<file path="src/rtl/distance_uart_reporter_if.sv">
// Sample-in / serial-out bundle for distance_uart_reporter.
// The master drives samples; the slave, the reporter itself, drives the UART line and status.
interface distance_uart_reporter_if;
    logic [15:0] distance_cm;
    logic        distance_valid;
    logic        tx;
    logic        busy;
    logic [7:0]  drop_count;

    modport master (
        output distance_cm,
        output distance_valid,
        input  tx,
        input  busy,
        input  drop_count
    );

    modport slave (
        input  distance_cm,
        input  distance_valid,
        output tx,
        output busy,
        output drop_count
    );
endinterface

</file>
<file path="src/rtl/distance_uart_reporter.sv">
// Converts each distance sample to five ASCII digits and sends "DDDDD cm\r\n" as 8N1 UART.
// One pending sample is buffered while a frame is in flight; overwrites are counted.
module distance_uart_reporter #(
    parameter int unsigned CLK_FREQ_HZ  = 12000000,
    parameter int unsigned BAUD         = 9600,
    parameter int unsigned CLKS_PER_BIT = CLK_FREQ_HZ / BAUD
) (
    input logic                     clk,
    input logic                     rst,
    distance_uart_reporter_if.slave bus
);

    localparam int unsigned CW = (CLKS_PER_BIT > 1) ? $clog2(CLKS_PER_BIT) : 1;
    localparam logic [CW-1:0] BIT_LAST = CW'(CLKS_PER_BIT - 1);

    typedef enum logic [2:0] {
        StIdle,
        StConvert,
        StStart,
        StData,
        StStop
    } state_e;

    state_e        state_q;
    logic          tx_q;
    logic          busy_q;
    logic [7:0]    drop_q;
    logic          pend_flag_q;
    logic [15:0]   pend_val_q;
    logic [CW-1:0] bit_cnt_q;
    logic [2:0]    bit_idx_q;
    logic [3:0]    byte_idx_q;
    logic [4:0]    conv_cnt_q;
    logic [15:0]   bin_q;
    logic [19:0]   bcd_q;

    logic [15:0] adj;
    logic [19:0] bcd_shift;
    logic [15:0] bin_shift;
    logic [7:0]  cur_byte;
    logic [7:0]  drop_inc;
    logic [2:0]  next_bit_idx;
    logic        bit_last;
    logic        frame_end;

    // Double-dabble step. The top digit never reaches 5 before the final shift
    // (at most 3 after 15 shifts), so only the lower four digits need correcting.
    always_comb begin
        adj = bcd_q[15:0];
        for (int i = 0; i < 4; i++) begin
            if (adj[4*i +: 4] >= 4'd5) begin
                adj[4*i +: 4] = adj[4*i +: 4] + 4'd3;
            end
        end
        bcd_shift = {bcd_q[18:16], adj, bin_q[15]};
        bin_shift = {bin_q[14:0], 1'b0};
    end

    always_comb begin
        case (byte_idx_q)
            4'd0:    cur_byte = {4'h3, bcd_q[19:16]};
            4'd1:    cur_byte = {4'h3, bcd_q[15:12]};
            4'd2:    cur_byte = {4'h3, bcd_q[11:8]};
            4'd3:    cur_byte = {4'h3, bcd_q[7:4]};
            4'd4:    cur_byte = {4'h3, bcd_q[3:0]};
            4'd5:    cur_byte = 8'h20;
            4'd6:    cur_byte = 8'h63;
            4'd7:    cur_byte = 8'h6D;
            4'd8:    cur_byte = 8'h0D;
            default: cur_byte = 8'h0A;
        endcase
    end

    assign drop_inc     = (drop_q == 8'hFF) ? drop_q : drop_q + 8'd1;
    assign next_bit_idx = bit_idx_q + 3'd1;
    assign bit_last     = (bit_cnt_q == BIT_LAST);
    assign frame_end    = (state_q == StStop) && bit_last && (byte_idx_q == 4'd9);

    always_ff @(posedge clk) begin
        if (rst) begin
            state_q     <= StIdle;
            tx_q        <= 1'b1;
            busy_q      <= 1'b0;
            drop_q      <= 8'd0;
            pend_flag_q <= 1'b0;
            pend_val_q  <= 16'd0;
            bit_cnt_q   <= '0;
            bit_idx_q   <= 3'd0;
            byte_idx_q  <= 4'd0;
            conv_cnt_q  <= 5'd0;
            bin_q       <= 16'd0;
            bcd_q       <= 20'd0;
        end else begin
            // The frame-end edge resolves input and pending itself, below.
            if (busy_q && bus.distance_valid && !frame_end) begin
                pend_val_q  <= bus.distance_cm;
                pend_flag_q <= 1'b1;
                if (pend_flag_q) begin
                    drop_q <= drop_inc;
                end
            end

            unique case (state_q)
                StIdle: begin
                    tx_q <= 1'b1;
                    if (bus.distance_valid) begin
                        bin_q      <= bus.distance_cm;
                        bcd_q      <= 20'd0;
                        conv_cnt_q <= 5'd0;
                        busy_q     <= 1'b1;
                        state_q    <= StConvert;
                    end
                end

                StConvert: begin
                    if (conv_cnt_q == 5'd16) begin
                        state_q    <= StStart;
                        tx_q       <= 1'b0;
                        bit_cnt_q  <= '0;
                        byte_idx_q <= 4'd0;
                    end else begin
                        bin_q      <= bin_shift;
                        bcd_q      <= bcd_shift;
                        conv_cnt_q <= conv_cnt_q + 5'd1;
                    end
                end

                StStart: begin
                    if (bit_last) begin
                        state_q   <= StData;
                        bit_cnt_q <= '0;
                        bit_idx_q <= 3'd0;
                        tx_q      <= cur_byte[0];
                    end else begin
                        bit_cnt_q <= bit_cnt_q + 1'b1;
                    end
                end

                StData: begin
                    if (bit_last) begin
                        bit_cnt_q <= '0;
                        if (bit_idx_q == 3'd7) begin
                            state_q <= StStop;
                            tx_q    <= 1'b1;
                        end else begin
                            bit_idx_q <= next_bit_idx;
                            tx_q      <= cur_byte[next_bit_idx];
                        end
                    end else begin
                        bit_cnt_q <= bit_cnt_q + 1'b1;
                    end
                end

                StStop: begin
                    if (bit_last) begin
                        bit_cnt_q <= '0;
                        if (byte_idx_q == 4'd9) begin
                            byte_idx_q <= 4'd0;
                            if (bus.distance_valid) begin
                                // A fresh sample beats a stale pending one.
                                bin_q       <= bus.distance_cm;
                                bcd_q       <= 20'd0;
                                conv_cnt_q  <= 5'd0;
                                state_q     <= StConvert;
                                pend_flag_q <= 1'b0;
                                if (pend_flag_q) begin
                                    drop_q <= drop_inc;
                                end
                            end else if (pend_flag_q) begin
                                bin_q       <= pend_val_q;
                                bcd_q       <= 20'd0;
                                conv_cnt_q  <= 5'd0;
                                state_q     <= StConvert;
                                pend_flag_q <= 1'b0;
                            end else begin
                                state_q <= StIdle;
                                busy_q  <= 1'b0;
                            end
                        end else begin
                            byte_idx_q <= byte_idx_q + 4'd1;
                            state_q    <= StStart;
                            tx_q       <= 1'b0;
                        end
                    end else begin
                        bit_cnt_q <= bit_cnt_q + 1'b1;
                    end
                end

                default: state_q <= StIdle;
            endcase
        end
    end

    assign bus.tx         = tx_q;
    assign bus.busy       = busy_q;
    assign bus.drop_count = drop_q;

endmodule

</file>
<file path="src/flat_wrapper.sv">
// flat-port wrapper written by rule: the top's interface ports become plain ports
module distance_uart_reporter_flat 
#(
    parameter int unsigned CLK_FREQ_HZ  = 12000000,
    parameter int unsigned BAUD         = 9600,
    parameter int unsigned CLKS_PER_BIT = CLK_FREQ_HZ / BAUD
)
  (clk, rst, bus_distance_cm, bus_distance_valid, bus_tx, bus_busy, bus_drop_count);
  distance_uart_reporter_if bus_i ();
  input logic clk;
  input logic rst;
  input wire logic [$bits(bus_i.distance_cm)-1:0] bus_distance_cm;
  input wire logic [$bits(bus_i.distance_valid)-1:0] bus_distance_valid;
  output wire logic [$bits(bus_i.tx)-1:0] bus_tx;
  output wire logic [$bits(bus_i.busy)-1:0] bus_busy;
  output wire logic [$bits(bus_i.drop_count)-1:0] bus_drop_count;
  assign bus_i.distance_cm = bus_distance_cm;
  assign bus_i.distance_valid = bus_distance_valid;
  assign bus_tx = bus_i.tx;
  assign bus_busy = bus_i.busy;
  assign bus_drop_count = bus_i.drop_count;
  distance_uart_reporter #(.CLK_FREQ_HZ(CLK_FREQ_HZ), .BAUD(BAUD), .CLKS_PER_BIT(CLKS_PER_BIT)) u_core (.clk(clk), .rst(rst), .bus(bus_i));
endmodule
</file>
<file path="config.mk">
export PLATFORM = sky130hd
export DESIGN_NAME = distance_uart_reporter_flat
export DESIGN_NICKNAME = d
export VERILOG_FILES = /design/src/rtl/distance_uart_reporter_if.sv /design/src/rtl/distance_uart_reporter.sv /design/src/flat_wrapper.sv
export SDC_FILE = /design/constraint.sdc
export NUM_CORES = 1
export LEC_CHECK = 0
export CORE_MARGIN = 3
export CORE_UTILIZATION = 51
export DETAILED_ROUTE_END_ITERATION = 16
export HOLD_SLACK_MARGIN = 0.12
export PLACE_DENSITY = 0.78
export SLEW_MARGIN = 0
export SYNTH_ARGS = -nofsm -noshare
export SYNTH_HDL_FRONTEND = slang
export SYNTH_SLANG_ARGS = --single-unit
</file>
<file path="constraint.sdc">
create_clock -name clk -period 2.2 [get_ports clk]
set_input_delay 0.44 -clock clk [delete_from_list [all_inputs] [get_ports clk]]
set_output_delay 0.44 -clock clk [all_outputs]
set_load 0.05 [all_outputs]
</file>
# Yosys cells after proc, flatten, opt, wreduce, memory -nomap -nowiden
# Index checks and enable logic that the tools add are counted.
# totals
register_bits	89
# classes
add_sub_neg	9
magnitude_cmp	5
eq_ne	30
mux	76
reduce_logical	21
# ops
op	n
$mux 20	6
$mux 16	6
$mux 8	8
$pmux 7 s9	1
$pmux 20 s3	1
$pmux 16 s3	1
$mux 3	11
$mux 5	6
$mux 4	7
$reduce_and 6->1	4
$mux 11	2
$pmux 11 s2	1
$mux 1	19
$add 4x2->4 const B	4
$eq 4x3->1 const B	4
$ge 4x3->1 const B	4
$pmux 3 s5	1
$pmux 5 s3	1
$ne 2x2->1 const B	7
$add 11x1->11 const B	1
$eq 11x11->1 const B	1
$ne 2x1->1 const B	5
$add 8x1->8 const B	1
$eq 4x2->1 const B	2
other kinds (28)	37

# Depth between registers and ports, before layout
# depth
ltp_word	11
ltp_mapped	10

# Worst setup path after synthesis
# No wires, ideal clock.
# synth_path
kind	flip-flop to flip-flop
start	register u_core.conv_cnt_q[0]
end	register u_core.bcd_q[4]
setup_time_ns	0.070
arrival_ns	2.069
required_ns	2.130
slack_ns	0.061
path_stages_with_launch	9
n_path_buf	0
path_cell_list	dfxtp_1 inv_1 ha_1 and4bb_4 or3_4 a21oi_4 nand2_2 or4_1 a21oi_1
# synth_between
elab_chain_cells	3
# synth_rtl
item	line	source
start, declared	distance_uart_reporter.sv:33	logic [4:0] conv_cnt_q;
start signal, assigned	distance_uart_reporter.sv:124	conv_cnt_q <= conv_cnt_q + 5'd1;
$eq 5x5->1	distance_uart_reporter.sv:116	if (conv_cnt_q == 5'd16) begin
$ne 2x2->1 (no source line)	n/a	
$reduce_and 6->1 (no source line)	n/a	
end signal, assigned	distance_uart_reporter.sv:123	bcd_q <= bcd_shift;
end, declared	distance_uart_reporter.sv:35	logic [19:0] bcd_q;
# No other way between the ends.
# A chain may end at the register's enable or synchronous reset.

# Worst setup path after layout
# layout_path
start	register u_core.conv_cnt_q[0]
end	register u_core.bcd_q[16]
# The elaborated chain is that of the path after synthesis.

==> flow_summary.ini <==
[outcome]
status = complete, no violations

[yosys]
syn_nets = 622
postSynthCellCount = 588
synth_edf_count = 0
ys_ff_latch = 89
synth.top_cells.by_count = dfxtp_1 (89), nor2_1 (86), nand2_1 (65)
synthTopCellsByArea = dfxtp_1 (38%), nor2_1 (6.8%), nand2_1 (5.2%), mux2i_1 (4.9%), a21oi_1 (4.0%)
synth_seq_area_share_pct = 37.6
yosys_warnings = 0
synth_area_um2 = 4740
synth_area_per_cell_um2 = 8.05
synthDistinctLibCells = 59
yosys_most_used_dff = dfxtp_1
synthArstFlopShare_pct = 0
synth_area_leader_cell = dfxtp_1
synth.top_cell.area_share_pct = 37.6
yosysMostFrequentCell = dfxtp_1

[clock_tree]
cts.sinks = 89
insertion_delay_ps = 370
cts_buffers = 9
path_clk_slew_ps = 100
clockRootBuffer = clkbuf_8
cts_buffer_depth = 2
cts_max_level = 3
hold_buffers = 0
cts_tree = yes

[finish]
nFillCells = 747
utilization_pct = 62.8
drive_above_1_share_pct = 13.2
antenna_cells = 0
nNetsFinal = 663
syn_to_final_growth_pct = 17.9

[die]
fp.coreArea_um2 = 8890
die_h_um = 102
dieArea_um2 = 10500
rows = 34
io_pins = 29
initial_core_util_pct = 53.3
die_x_um = 102

[global_routing]
antenna_found_initial = 0
grt_usage_pct = 22.5
grt_pass1_vias = 4164
grt_pass1_wl_um = 19200
grt_max_degree = 45
grt_overflow = 0

[setup_path]
required_ps = 2500
crit_type = register to register
path_cells = inv_2 > ha_2 > and4bb_4 > or3_4 > a21oi_4 > nand2_4 > or4_4 > a21oi_2
critPathSlowestCell = or4_4
start_kind = register
arrival_ps = 2430
slowest_delay_ps = 490
worst_setup_path_end_kind = register
cp.buffers_inverters = 1
cpLargestDelayFamily = simple AND/OR/NAND/NOR gates
cp_max_fo = 8

[sta]
finalSetupViolCount = 0
worst_pin_slew_ps = 532
fin_worst_skew_ps = 16.1
fin_tns_setup_ps = 0
rsz0062_at_grt = true
layout_min_cycle_time_ps = 2130
max_freq_ghz = 0.469
relSlewSlack_pct = 64.3
finalCritPeriodShare_pct = 97.0
drv_slew = 0
final-hold-violation-count = 0

[power_and_ir_drop]
ir_worst_vdd_mv = 0.547
pwr_density_cell_nw_per_um2 = 595
power_leakage_uw = 0.00200

[place]
numPortBuffers = 28
hpwl_um = 7990
routabilityCongestion = 0.932

[routing]
vias = 4546
drtPass1Iterations = 5
drc = 0
drtIter0Drc = 469
wl_per_cell_um = 15.6
wirelength_um = 11600
viasPerCell = 6.13
ant_nets = 0

[hold_path]
hp-class = input port to register

[job]
drv_cap = 0
[state kept, by name, indices dropped and copies added (netlist names), 4 cells and up]
signal / cells
u_core.bus.drop_count: 8
u_core.bcd_q: 20
u_core.bit_cnt_q: 11
u_core.bin_q: 16
u_core.conv_cnt_q: 5
u_core.pend_val_q: 16
u_core.byte_idx_q: 4
[metrics by stage]
step | setup slack (ps) | hold WS, ps | instances | instance area (um^2) | power [uW]
2_1_floorplan | 60.7 | 431 | 588 | 4740 | 2030
3_3_place_gp | 70.0 | 461 | 722 | 5300 | 2180
3_5_place_dp | 22.1 | 464 | 722 | 5300 | 2190
4_1_cts | 19.5 | 383 | 738 | 5500 | 3310
5_1_grt | -20.2 | 400 | 742 | 5580 | 3460
6_report | 66.5 | 386 | 742 | 5580 | 3320
[per-layer routing]
| metal | track usage, % | vias up | routed length, um |
|---|---|---|---|
| li1 | - | 2191 | - |
| met1 | 29.7 | 2176 | 5120 |
| met2 | 36.9 | 160 | 5570 |
| met3 | 4.03 | 19 | 706 |
| met4 | 7.97 | 0 | 178 |
| met5 | 0 | - | 0 |
[cell families after synthesis]
logic type	share of synthesized area [%]
AND/OR/NAND/NOR	25.4
AO/OA/AOI/OAI	19.0
flip-flops	37.6
buffers and inverters	4.81
multiplexers	5.34
XOR/XNOR	3.88
adder cells (fa/ha/maj)	3.96
[cells in the final DEF (no fill, tap or decap), types with 5 or more instances in the layout]
cell	synthesis	final
nor4_1	5	5
a21oi_1	38	35
a22oi_1	21	21
ha_1	15	14
nor3_1	9	8
nand2b_1	6	6
o21ai_0	21	21
dfxtp_1	89	87
xnor2_1	11	11
clkbuf_8	0	9
nand2_1	65	65
a211oi_1	6	6
clkdlybuf4s50_1	0	27
buf_4	4	36
or3_1	7	7
a311oi_1	16	16
xor2_1	10	10
mux2i_1	23	23
and3_1	7	6
nand3_1	26	26
nand4_1	11	11
nor2_1	86	86
inv_1	16	15
[path summary, 6_finish.rpt]
kind / from / to / slack [ps] / cells past startpoint
worst max-delay path: u_core.conv_cnt_q[0] / u_core.bcd_q[16] / 70 / 8
worst max register to register: u_core.conv_cnt_q[0] / u_core.bcd_q[16] / 70 / 8
worst min register to register: u_core.bin_q[15] / u_core.bcd_q[0] / 480 / 2
worst min-delay path: rst / u_core.bus.drop_count[2] / 390 / 2
[power by group]
group          switching (uW)  internal (uW)  total, uW
combinational             275            205        480
clock                     677            452       1130
sequential               38.5           1670       1710
total                     990           2330       3320
[area by class of cell]
type	count	area, um^2	area share [%]
Clock buffer	9	124	2.22
Clock inverter	7	76.3	1.37
Inverter	17	63.8	1.14
Multi-Input combinational cell	444	2770	49.6
Sequential cell	89	1780	32.0
Tap cell	108	135	2.42
Timing Repair Buffer	68	631	11.3
[what timing repair did]
action / in CTS / in global routing
pin swaps: 1 / 12
resized for setup: 3 / 10
setup buffers: 0 / 3
gates cloned: 0 / 1
setup endpoints to repair: 5 / 18
(Power assumes the default switching activity.)
